==> config.mk <==
export PLATFORM = sky130hd
export DESIGN_NAME = uart_alu_frame_ctrl
export DESIGN_NICKNAME = d
export VERILOG_FILES = /design/src/rtl/uart_alu_pkg.sv /design/src/rtl/frame_timeout_cnt.sv /design/src/rtl/uart_alu_frame_ctrl.sv
export SDC_FILE = /design/constraint.sdc
export NUM_CORES = 1
export LEC_CHECK = 0
export CAP_MARGIN = 20
export CORE_MARGIN = 2
export CORE_UTILIZATION = 55
export CTS_BUF_LIST = sky130_fd_sc_hd__clkbuf_4
export CTS_CLUSTER_DIAMETER = 40
export DETAILED_ROUTE_END_ITERATION = 8
export PLACE_DENSITY_LB_ADDON = 0.25
export SLEW_MARGIN = 20
export SYNTH_ARGS = -nofsm -noshare
export SYNTH_HDL_FRONTEND = slang
export SYNTH_SLANG_ARGS = --single-unit
==> constraint.sdc <==
create_clock -name clk -period 2.35 [get_ports clk]
set_input_delay 0.705 -clock clk [delete_from_list [all_inputs] [get_ports clk]]
set_output_delay 0.705 -clock clk [all_outputs]
set_load 0.05 [all_outputs]
==> src/rtl/uart_alu_pkg.sv <==
// Shared definitions for the UART/ALU frame sequencer: state encoding,
// default widths and protocol bytes.
package uart_alu_pkg;

    localparam int          DATA_W_DEF  = 8;
    localparam int          OP_W_DEF    = 6;
    localparam logic [7:0]  SYNC_DEF    = 8'hA5;
    localparam logic [7:0]  ACK_DEF     = 8'h06;
    localparam logic [7:0]  NAK_DEF     = 8'h15;
    localparam int          TIMEOUT_DEF = 50000;

    typedef enum logic [3:0] {
        ST_IDLE      = 4'd0,
        ST_GET_A     = 4'd1,
        ST_GET_B     = 4'd2,
        ST_GET_OP    = 4'd3,
        ST_GET_CHK   = 4'd4,
        ST_EXEC      = 4'd5,
        ST_TX_RES    = 4'd6,
        ST_WAIT_RES  = 4'd7,
        ST_TX_STAT   = 4'd8,
        ST_WAIT_STAT = 4'd9
    } state_e;

    // Frame-collection states are the only ones guarded by the inter-byte timeout.
    function automatic logic is_get_state(input state_e s);
        return (s == ST_GET_A) || (s == ST_GET_B) || (s == ST_GET_OP) || (s == ST_GET_CHK);
    endfunction

endpackage

==> src/rtl/frame_timeout_cnt.sv <==
// Inter-byte timeout counter: cleared by clear, counts while enabled,
// flags expiry on the last allowed cycle unless a clear arrives in that cycle.
module frame_timeout_cnt #(
    parameter int TIMEOUT = 50000
) (
    input  logic clk,
    input  logic rst,
    input  logic clear,
    input  logic enable,
    output logic expire
);

    localparam int               CNT_W = (TIMEOUT > 2) ? $clog2(TIMEOUT) : 1;
    localparam logic [CNT_W-1:0] LAST  = CNT_W'(TIMEOUT - 1);

    logic [CNT_W-1:0] cnt_q;
    logic [CNT_W-1:0] cnt_d;

    // Next count: clear has priority over counting.
    always_comb begin
        cnt_d = cnt_q;
        if (clear) begin
            cnt_d = {CNT_W{1'b0}};
        end else if (enable) begin
            cnt_d = cnt_q + CNT_W'(1);
        end else begin
            cnt_d = cnt_q;
        end
    end

    // Counter register.
    always_ff @(posedge clk or negedge rst) begin
        if (!rst) begin
            cnt_q <= {CNT_W{1'b0}};
        end else begin
            cnt_q <= cnt_d;
        end
    end

    assign expire = enable && !clear && (cnt_q == LAST);

endmodule

==> src/rtl/uart_alu_frame_ctrl.sv <==
// Framed command sequencer: collects SYNC,A,B,OP,CHK from the UART RX, drives the
// ALU once the frame validates and returns result + ACK (or a lone NAK) via UART TX.
module uart_alu_frame_ctrl
    import uart_alu_pkg::*;
#(
    parameter int                DATA_W    = DATA_W_DEF,
    parameter int                OP_W      = OP_W_DEF,
    parameter logic [DATA_W-1:0] SYNC_BYTE = SYNC_DEF,
    parameter logic [DATA_W-1:0] ACK_BYTE  = ACK_DEF,
    parameter logic [DATA_W-1:0] NAK_BYTE  = NAK_DEF,
    parameter int                TIMEOUT   = TIMEOUT_DEF
) (
    input  logic              clk,
    input  logic              rst,
    input  logic              i_rx_done,
    input  logic [DATA_W-1:0] i_rx,
    input  logic              i_tx_done,
    input  logic [DATA_W-1:0] i_alu_result,
    output logic              o_tx_start,
    output logic [DATA_W-1:0] o_tx,
    output logic [DATA_W-1:0] o_alu_a,
    output logic [DATA_W-1:0] o_alu_b,
    output logic [OP_W-1:0]   o_alu_opcode,
    output logic              o_busy,
    output logic              o_err
);

    state_e            state_q, state_d;
    logic [DATA_W-1:0] a_q, a_d, b_q, b_d, op_q, op_d, res_q, res_d, stat_q, stat_d;
    logic [DATA_W-1:0] tx_q, tx_d, alu_a_q, alu_a_d, alu_b_q, alu_b_d;
    logic [OP_W-1:0]   alu_op_q, alu_op_d;
    logic              tx_start_q, tx_start_d, busy_q, busy_d, err_q, err_d;
    logic              guard_q, guard_d;
    logic              expire_s, chk_ok_s, op_ok_s;

    frame_timeout_cnt #(.TIMEOUT(TIMEOUT)) u_timeout (
        .clk    (clk),
        .rst    (rst),
        .clear  (i_rx_done),
        .enable (is_get_state(state_q)),
        .expire (expire_s)
    );

    assign chk_ok_s = (i_rx == (a_q ^ b_q ^ op_q));
    assign op_ok_s  = (op_q[DATA_W-1:OP_W] == {(DATA_W-OP_W){1'b0}});

    // Next-state and datapath: everything is held unless a state explicitly updates it.
    always_comb begin
        state_d    = state_q;
        a_d        = a_q;
        b_d        = b_q;
        op_d       = op_q;
        res_d      = res_q;
        stat_d     = stat_q;
        tx_d       = tx_q;
        alu_a_d    = alu_a_q;
        alu_b_d    = alu_b_q;
        alu_op_d   = alu_op_q;
        guard_d    = guard_q;
        tx_start_d = 1'b0;
        err_d      = 1'b0;
        case (state_q)
            ST_IDLE: begin
                if (i_rx_done && (i_rx == SYNC_BYTE)) begin
                    state_d = ST_GET_A;
                end else begin
                    state_d = ST_IDLE;
                end
            end
            ST_GET_A, ST_GET_B, ST_GET_OP: begin
                if (i_rx_done) begin
                    if (state_q == ST_GET_A) begin
                        a_d     = i_rx;
                        state_d = ST_GET_B;
                    end else if (state_q == ST_GET_B) begin
                        b_d     = i_rx;
                        state_d = ST_GET_OP;
                    end else begin
                        op_d    = i_rx;
                        state_d = ST_GET_CHK;
                    end
                end else if (expire_s) begin
                    err_d   = 1'b1;
                    state_d = ST_IDLE;
                end else begin
                    state_d = state_q;
                end
            end
            ST_GET_CHK: begin
                if (i_rx_done) begin
                    if (chk_ok_s && op_ok_s) begin
                        alu_a_d  = a_q;
                        alu_b_d  = b_q;
                        alu_op_d = op_q[OP_W-1:0];
                        stat_d   = ACK_BYTE;
                        state_d  = ST_EXEC;
                    end else begin
                        stat_d   = NAK_BYTE;
                        err_d    = 1'b1;
                        state_d  = ST_TX_STAT;
                    end
                end else if (expire_s) begin
                    err_d   = 1'b1;
                    state_d = ST_IDLE;
                end else begin
                    state_d = ST_GET_CHK;
                end
            end
            ST_EXEC: begin
                res_d   = i_alu_result;
                state_d = ST_TX_RES;
            end
            ST_TX_RES, ST_TX_STAT: begin
                if (i_tx_done) begin
                    tx_start_d = 1'b1;
                    tx_d       = (state_q == ST_TX_RES) ? res_q : stat_q;
                    guard_d    = 1'b1;
                    state_d    = (state_q == ST_TX_RES) ? ST_WAIT_RES : ST_WAIT_STAT;
                end else begin
                    state_d = state_q;
                end
            end
            // The transmitter may not drop tx_done until a cycle after the start pulse.
            ST_WAIT_RES, ST_WAIT_STAT: begin
                if (guard_q) begin
                    guard_d = 1'b0;
                    state_d = state_q;
                end else if (i_tx_done) begin
                    state_d = (state_q == ST_WAIT_RES) ? ST_TX_STAT : ST_IDLE;
                end else begin
                    state_d = state_q;
                end
            end
            default: begin
                state_d = ST_IDLE;
            end
        endcase
        busy_d = (state_d != ST_IDLE);
    end

    // State, frame and output registers.
    always_ff @(posedge clk or negedge rst) begin
        if (!rst) begin
            state_q    <= ST_IDLE;
            a_q        <= {DATA_W{1'b0}};
            b_q        <= {DATA_W{1'b0}};
            op_q       <= {DATA_W{1'b0}};
            res_q      <= {DATA_W{1'b0}};
            stat_q     <= {DATA_W{1'b0}};
            tx_q       <= {DATA_W{1'b0}};
            alu_a_q    <= {DATA_W{1'b0}};
            alu_b_q    <= {DATA_W{1'b0}};
            alu_op_q   <= {OP_W{1'b0}};
            guard_q    <= 1'b0;
            tx_start_q <= 1'b0;
            busy_q     <= 1'b0;
            err_q      <= 1'b0;
        end else begin
            state_q    <= state_d;
            a_q        <= a_d;
            b_q        <= b_d;
            op_q       <= op_d;
            res_q      <= res_d;
            stat_q     <= stat_d;
            tx_q       <= tx_d;
            alu_a_q    <= alu_a_d;
            alu_b_q    <= alu_b_d;
            alu_op_q   <= alu_op_d;
            guard_q    <= guard_d;
            tx_start_q <= tx_start_d;
            busy_q     <= busy_d;
            err_q      <= err_d;
        end
    end

    assign o_tx_start   = tx_start_q;
    assign o_tx         = tx_q;
    assign o_alu_a      = alu_a_q;
    assign o_alu_b      = alu_b_q;
    assign o_alu_opcode = alu_op_q;
    assign o_busy       = busy_q;
    assign o_err        = err_q;

endmodule

; After elaboration in Yosys (flattened, before gate mapping)
; Cells that the tools add are included.
[word_totals]
reg_bits = 94
inputBits = 20
out_inout_bits = 33
elab_cells = 83
[classes]
addsub = 1
eq_ne = 13
muxes = 27
bitwise_logic = 4
reduce_logical = 23
[op_table]
columns = operator, count
row1 = two-way mux 4 bit, 9
row2 = two-way mux 16 bit, 2
row3 = case mux 4 bit (6 select lines), 1
row4 = adder 16 x 1 -> 16 bit (second input constant), 1
row5 = == test 16 bit (second input constant), 1
row6 = == test 4 x 3 -> 1 bit (second input constant), 4
row7 = XOR 8 bit, 2
row8 = two-way mux 3 bit, 3
row9 = == test 4 x 2 -> 1 bit (second input constant), 2
row10 = == test 4 bit (second input constant), 2
row11 = == test 8 bit, 1
row12 = == test 8 bit (second input constant), 1
row13 = two-way mux 1 bit, 8
row14 = two-way mux 8 bit, 1
row15 = AND reduction 4 bit, 2
row16 = AND reduction 2 bit, 3
row17 = AND reduction 3 bit, 2
row18 = two-way mux 5 bit, 1
row19 = == test 4 x 1 -> 1 bit (second input constant), 1
row20 = logical AND 1 bit, 4
row21 = zero test 4 bit, 1
row22 = case mux 1 bit (2 select lines), 2
row23 = nonzero test 2 bit, 2
row24 = nonzero test 4 bit, 1
row25 = 7 further kinds, 11

; Longest topological paths before layout
; Gate-level depths: netlist of run 1.
[depth]
ltp_word = 10
depth_mapped = 7
mapped_depth_nobuf = 6

; Modules after synthesis
; A second synthesis of run 1 with hierarchy kept.
[unflattened]
cells_unflattened = 324
hier_area_um2 = 4068.9
[modules_own_cells]
columns = mod, n_inst, cells_each, area_per_inst_um2, seq_area_each_um2
row1 = uart_alu_frame_ctrl, 1, 239, 3245.6, 1826.8
row2 = frame_timeout_cnt, 1, 85, 823.3, 400.4

; Worst setup path before layout of run 1
; No wires, ideal clock.
[synth_timing]
path_kind = input to register
startpoint = input port i_rx[4]
endpoint = register alu_a_q[3], in the netlist o_alu_a[3]
setup_time_ns = 0.125
arrival_time_ns = 2.052
required_time_ns = 2.225
slack_ns = 0.173
cell_stages = 6
n_path_buf = 1
cell_sequence = xnor2_1 xnor2_1 nand4_1 nor3_4 buf_8 mux2_4
[synth_via]
elab_chain_len = 3
[synth_rtl]
columns = item, line_no
row1 = "start, declared", uart_alu_frame_ctrl.sv:16  ; input logic [DATA_W-1:0] i_rx,
row2 = == test 8 bit, uart_alu_frame_ctrl.sv:44  ; assign chk_ok_s = (i_rx == (a_q ^ b_q ^ op_q));
row3 = logical AND 1 bit, uart_alu_frame_ctrl.sv:91  ; if (chk_ok_s && op_ok_s) begin
row4 = AND reduction 3 bit (no source line), -
row5 = "end signal, assigned", uart_alu_frame_ctrl.sv:151  ; alu_a_q <= {DATA_W{1'b0}};
row6 = "end signal, assigned", uart_alu_frame_ctrl.sv:166  ; alu_a_q <= alu_a_d;
row7 = "end, declared", uart_alu_frame_ctrl.sv:30  ; logic [DATA_W-1:0] tx_q, tx_d, alu_a_q, alu_a_d, alu_b_q, alu_b_d;
; No other way between the ends.
; A chain may end at the register's enable or synchronous reset.

; Worst setup path in the final report of run 1
[layout_timing]
startpoint = register err_q, in the netlist o_err
endpoint = output port o_err
[layout_rtl]
columns = item, line_no
row1 = "start, declared", uart_alu_frame_ctrl.sv:32  ; logic tx_start_q, tx_start_d, busy_q, busy_d, err_q, err_d;
row2 = "start signal, assigned", uart_alu_frame_ctrl.sv:172  ; err_q <= err_d;
row3 = "end, declared", uart_alu_frame_ctrl.sv:25  ; output logic o_err
; No word-level cell between the ends.

==> results of run 1 <==
cells by family (layout without fill, tap and decap cells):
group	after synthesis	count (layout)	synth area share [%]
xor gates and xnor gates	36	36	8.10
DFF	89	89	54.6
muxes	56	56	17.0
buffers and inverters	15	97	2.24
and+or+nand+nor	86	86	11.9
adders and majority gates	1	1	0.307
AOI/OAI and AO/OA	34	34	5.89
stage by stage:
stage / utilization (%) / hold slack, ns / setup slack (ns) / instances
2_1_floorplan: - / 0.409 / 0.173 / 317
3_3_place_gp: 67.6 / 0.451 / -0.327 / 482
3_5_place_dp: 67.6 / 0.462 / -0.406 / 482
4_1_cts: 69.2 / 0.239 / 0.00154 / 498
5_1_grt: 69.6 / 0.243 / 0.0129 / 498
6_report: 69.6 / 0.238 / 0.0681 / 498
power by group:
| group | switching, uW | internal, uW |
|---|---|---|
| clock network | 547 | 335 |
| registers | 365 | 1910 |
| logic | 873 | 863 |
cell usage in the layout, fill, tap and decap left out, types with 3 or more instances in the layout:
cell,count
a21oi_1,7
nor4_1,3
mux2_2,37
nand3b_1,3
buf_4,24
clkbuf_4,9
nand3_1,8
a22o_1,5
clkdlybuf4s50_1,19
nor2_1,23
dlygate4sd2_1,22
o21ai_0,5
nand4_1,6
dlymetal6s2s_1,10
inv_1,3
a21o_1,4
xnor2_1,22
dfrtp_1,89
and3_1,7
mux2_4,17
xor2_1,13
clkinv_4,3
nand2_1,16
buf_12,3
path summary, 6_finish.rpt:
| path | startpoint | end | slack [ns] | cells after the start |
|---|---|---|---|---|
| worst min-delay path | rst | res_q[3]$_DFFE_PN0P_ | 0.24 | 1 |
| worst max-delay path | o_err$_DFF_PN0_ | o_err | 0.07 | 1 |
| worst max register to register | b_q[6]$_DFFE_PN0P_ | o_alu_b[6]$_DFFE_PN0P_ | 0.29 | 6 |
| worst min register to register | stat_q[2]$_DFFE_PN0P_ | stat_q[2]$_DFFE_PN0P_ | 0.50 | 1 |
| min in group clk | stat_q[2]$_DFFE_PN0P_ | stat_q[2]$_DFFE_PN0P_ | 0.50 | 1 |
| max in group asynchronous | rst | o_alu_a[4]$_DFFE_PN0P_ | 1.50 | 2 |
registers in the layout (all words and copies together) (netlist names), 3 cells and up:
name             cells
a_q                  8
o_tx                 8
stat_q               3
o_alu_b              8
o_alu_opcode         6
op_q                 8
u_timeout.cnt_q     16
o_alu_a              8
b_q                  8
state_q              4
res_q                8
cell type report:
| class | count | area share (%) |
|---|---|---|
| clock buffers | 9 | 1.35 |
| clock inverters | 7 | 1.60 |
| well taps | 99 | 2.47 |
| flip-flops and latches | 89 | 44.4 |
| inverters | 3 | 0.224 |
| repair buffers | 78 | 14.9 |
| multi-input cells | 213 | 35.1 |
per-layer routing:
layer / vias up / track usage [%]
met5: - / 0
met4: 0 / 8.59
met3: 13 / 4.11
met2: 56 / 34.8
met1: 1329 / 28.2
li1: 1277 / -
worst reg2reg max path: stages, from the launching register on:
cell and delay [ns]:
dfrtp_1 0.41, xor3_1 0.43, nor3_2 0.17, nand4_2 0.16, nor3_4 0.27, buf_12 0.21, mux2_4 0.32
cells in the mapped netlist (6+ instances only):
cell type,number
mux2_2,37
dfrtp_1,89
nand4_1,6
and3_1,7
a21oi_1,7
nand2_1,16
nand3_1,8
mux2_4,17
xor2_1,13
xnor2_1,22
nor2_1,23
timing repair:
action / in CTS / in global routing
cloned: 0 / 0
pin swaps: 0 / 0
gates resized for setup: 22 / 10
endpoints found under the setup margin: 22 / 10
==> qor.csv, run 1 <==
metric,value,unit
clock.fmax,438,MHz
post-cts-setup-buffers,0,
syn-cell-area,0.00408,sq mm
clock_path_buffers,2,
cp-start-kind,flip-flop,
clk_pin_slew,0.15,ns
design_area,0.00502,sq mm
finalSetupTns,0,ns
cts_tree,built,
drt-total-wl,7.88,mm
critPathArrivalTime,1.58,ns
pin_count,53,
slowest_stage,clkdlybuf4s50_1,
status,"finished, final reports clean",
synth_top_cell_area_share,54.6,%
vias,2675,
grt_pass1_vias,2826,
syn_nets,338,
wl_met2,3.88,mm
fp.dieArea,0.00812,sq mm
period_needed,2.28,ns
yosysTopAreaCell,dfrtp_1,
rsz0062_at_grt,false,
synth_seq_cells,89,
clk-insertion-delay-late,0.45,ns
dieWidth,90.1,um
hold_violations,0,
report.final.slew_viol_count,0,
synthCells,317,
htree_num_levels,3,
finalSetupViolCount,0,
required,1.64,ns
synth_area_leaders,"dfrtp_1 55%, mux2_2 10%, mux2_4 6.3%",
worstHoldPathType,primary input to asynchronous set/reset pin,
criticalPathCategory,flip-flop to output pin,
place.gp.congestion,0.855,
cts_hold_buffers,0,
coreArea,0.00721,sq mm
syn2layout_area_growth,23.0,%
port_buffers,52,
nNetsFinal,415,
ys_types,50,
dr_wl_met3,292,um
post_drt_wl_per_cell,15.8,um
cp_slowest_stage_delay,0.79,ns
ant_nets,0,
maxSlewHeadroom,61.4,%
p_leak,0.00258,uW
critical_path.top_delay_family,buffers and inverters,
crit_fanout,1,
synth_warnings,0,
path_cells,clkdlybuf4s50_1,
multi_input_area,0.00176,sq mm
max-vdd-ir-drop,0.000577,V
syn_avg_cell_area,12.9,sq um
grt_max_degree,46,
crit_path_end_kind,output pin,
tightest_slew,0.578,ns
die_h,90.1,um
antennaDiodeCount,0,
finalPower,4890,uW
cts_root_buffer,clkbuf_4,
rows,31,
drcViolationCount,0,
finClkSkew,0.0166,ns
top_layer_used,met4,
fillers,553,
fin_crit_sh,97.1,%
synth_edf_count,0,
drive_above_1_share,26.1,%
async_reset_ff_share,100,%
first_pass_iters,4,
dpl_cell_area,0.00487,sq mm
dp_hpwl,5.65,mm
synth.yosys.seq_area_share,54.6,%
start_util,56.5,%
p_per_area,975,mW/mm^2
timing.critical_path.buf_inv,1,
wl_met1,3.56,mm
antenna_found_initial,0,
grt_first_pass_wirelength,13.7,mm
gr-total-overflow,0,
track_usage,21.3,%
vias_per_cell,5.37,
drt_iter0_markers,114,
synth_flop_cell,dfrtp_1,
regArea,0.00223,sq mm
clock_sinks,89,
maxCapViolCount,0,
cts_inserted_buffers,9,
(Power assumes the default switching activity.)
==> run 2, diff against run 1 <==
Settings changed: CELL_PAD_IN_SITES_DETAIL_PLACEMENT set to 1, CELL_PAD_IN_SITES_GLOBAL_PLACEMENT set to 2, CORE_UTILIZATION 55 to 39.
==> run 2 against run 1 <==
  * Cell count increased by 7.8%
  * Count of clock-buffer cells in the layout unchanged
  * First-iteration DRC count shrank 12%
  * Combinational power rose by 7%
  * Power down 0.78%
  * Global-route usage down 4.7 points
  * Sequential share of layout area increased by 0.12 points
  * Routed wire length up 10%
  * Worst setup slack improved by 0.021 ns
  * Critical path depth increased by 6
  * Largest cell class unchanged
  * Highest routed layer unchanged
==> qor.csv, run 2 (synthesized netlist as in run 1, its figures left out) <==
metric,value,unit
status,"finished, final reports clean",
clk-insertion-delay-late,0.44,ns
seq_power_share,46.0,%
hold_violations,0,
die_h,106,um
regToRegStartpoint,b_q[6]$_DFFE_PN0P_,
max-vdd-ir-drop,0.000437,V
cts_inserted_buffers,9,
critPathArrivalTime,2.59,ns
coreArea,0.0102,sq mm
final_cell_mix,"89 x dfrtp_1, 37 x mux2_2, 28 x buf_4",
fin_crit_sh,96.2,%
worstHoldPathType,primary input to asynchronous set/reset pin,
maxSlewHeadroom,66.1,%
gr-total-overflow,0,
final_cells,537,
regArea,0.00223,sq mm
drive_above_1_share,26.2,%
first_pass_iters,5,
clock.fmax,442,MHz
rsz0062_at_grt,true,
post-cts-setup-buffers,0,
ant_nets,0,
multi_input_area,0.00176,sq mm
tightest_slew,0.508,ns
drcViolationCount,0,
met3_usage,3.49,%
report.final.slew_viol_count,0,
fp.dieArea,0.0113,sq mm
p_clk_share,15.4,%
nNetsFinal,417,
clock_path_buffers,2,
met1_usage,22.1,%
grt_first_pass_wirelength,14.8,mm
maxCapViolCount,0,
r2r-end,o_alu_opcode[1]$_DFFE_PN0P_,
dp_hpwl,6.23,mm
crit_fanout,8,
rows,37,
cp-start-kind,primary input,
fin_util,48.9,%
grt_max_degree,44,
power_switching,1810,uW
clock_sinks,89,
antenna_found_initial,0,
port_buffers,52,
pwr-share-comb,38.6,%
layout_commonest_cell,dfrtp_1,
reg2reg_depth,6,
vias_per_cell,4.96,
antennaDiodeCount,0,
dieWidth,106,um
htree_num_levels,3,
cts_tree,built,
vias,2662,
crit_path_start,i_rx[2],
switching_share,37.4,%
cts_root_buffer,clkbuf_4,
place.gp.congestion,0.753,
period_needed,2.26,ns
finalSetupViolCount,0,
place_inst,521,
finClkSkew,0.0139,ns
p_leak,0.00251,uW
grt_busiest_layer,met2,
top_register,u_timeout.cnt_q,
grt_use_met2,27.3,%
r2r_slack,0.34,ns
largest_reg_flops,16,
required,2.67,ns
grt_pass1_vias,2937,
pin_count,53,
criticalPathCategory,primary input to flip-flop,
p_int,3040,uW
drt_iter0_markers,100,
p_per_area,970,mW/mm^2
syn2layout_area_growth,22.7,%
fillers,1107,
post_drt_wl_per_cell,16.2,um
crit_path_end_kind,flip-flop,
cts_hold_buffers,0,
track_usage,16.6,%
start_util,39.9,%
drt-total-wl,8.69,mm
clk_pin_slew,0.14,ns
-- run 2: cell count changes in the layout (fill, tap and decap cells not counted), sizes merged --
cell,delta
dlygate4sd2,+5
dlymetal6s2s,-4
buf,+2
bufinv,-1
clkdlybuf4s50,-1
clkinvlp,+1
-- run 2: area by class of cell --
class	count	area share [%]
sequential	89	44.5
multi-input combinational	213	35.2
timing repair buffer	80	14.4
tap	136	3.40
clock buffer	9	1.35
clock inverter	7	0.925
inverter	3	0.225
-- run 2: power groups by stage --
stage	logic (uW)	clock network, uW	registers (uW)
after CTS	1910	799	2240
after global routing	2040	842	2300
after floorplan	1200	0	2360
final	1870	746	2230
after global placement	1890	0	2260
after detailed placement	1930	0	2280
-- run 2: critical path, cell delays in order --
cell             delay [ns]
clkdlybuf4s50_1        0.51
xor2_1                 0.18
xnor2_1                0.17
nand4_1                0.19
nor3_4                 0.24
buf_4                  0.24
mux2_2                 0.35
-- run 2: metal layers --
layer  vias up  wire length, um
li1       1276                -
met1      1340             4110
met2        40             4260
met3         6              233
met4         0               93
met5         -                0
-- run 2: timing repair --
action / in CTS / in global routing
gates resized for setup: 27 / 6
pin swaps: 0 / 1
hold endpoints to repair: 0 / 0
endpoints found under the setup margin: 27 / 12
-- run 2: worst max path at each step --
stage | cells past startpoint | slack [ns] | to
floorplan | 6 | 0.17 | o_alu_a[3]$_DFFE_PN0P_
global placement | 7 | -0.36 | o_alu_opcode[4]$_DFFE_PN0P_
global route | 7 | -0.03 | o_alu_opcode[1]$_DFFE_PN0P_
CTS | 1 | 0.002 | o_alu_b[1]
finish | 7 | 0.09 | o_alu_opcode[1]$_DFFE_PN0P_
detailed placement | 7 | -0.42 | o_alu_opcode[4]$_DFFE_PN0P_
-- run 2: metrics by stage --
stage	power, uW	setup WS, ns	hold slack [ns]	TNS [ns]	instance area (sq um)
floorplan	3560	0.173	0.409	0	4080
global placement	4140	-0.358	0.452	-7.69	4910
detailed placement	4210	-0.421	0.452	-9.16	4910
CTS	4950	0.00165	0.171	0	4990
global route	5180	-0.0325	0.182	-0.0502	5000
finish	4850	0.0889	0.187	0	5000
==> run 3, diff against run 2 <==
Settings changed: ABC_CLOCK_PERIOD_IN_PS set to 2350.
==> results of run 3 <==
Same layout as run 2: the final DEF is identical, and so are final timing and power.
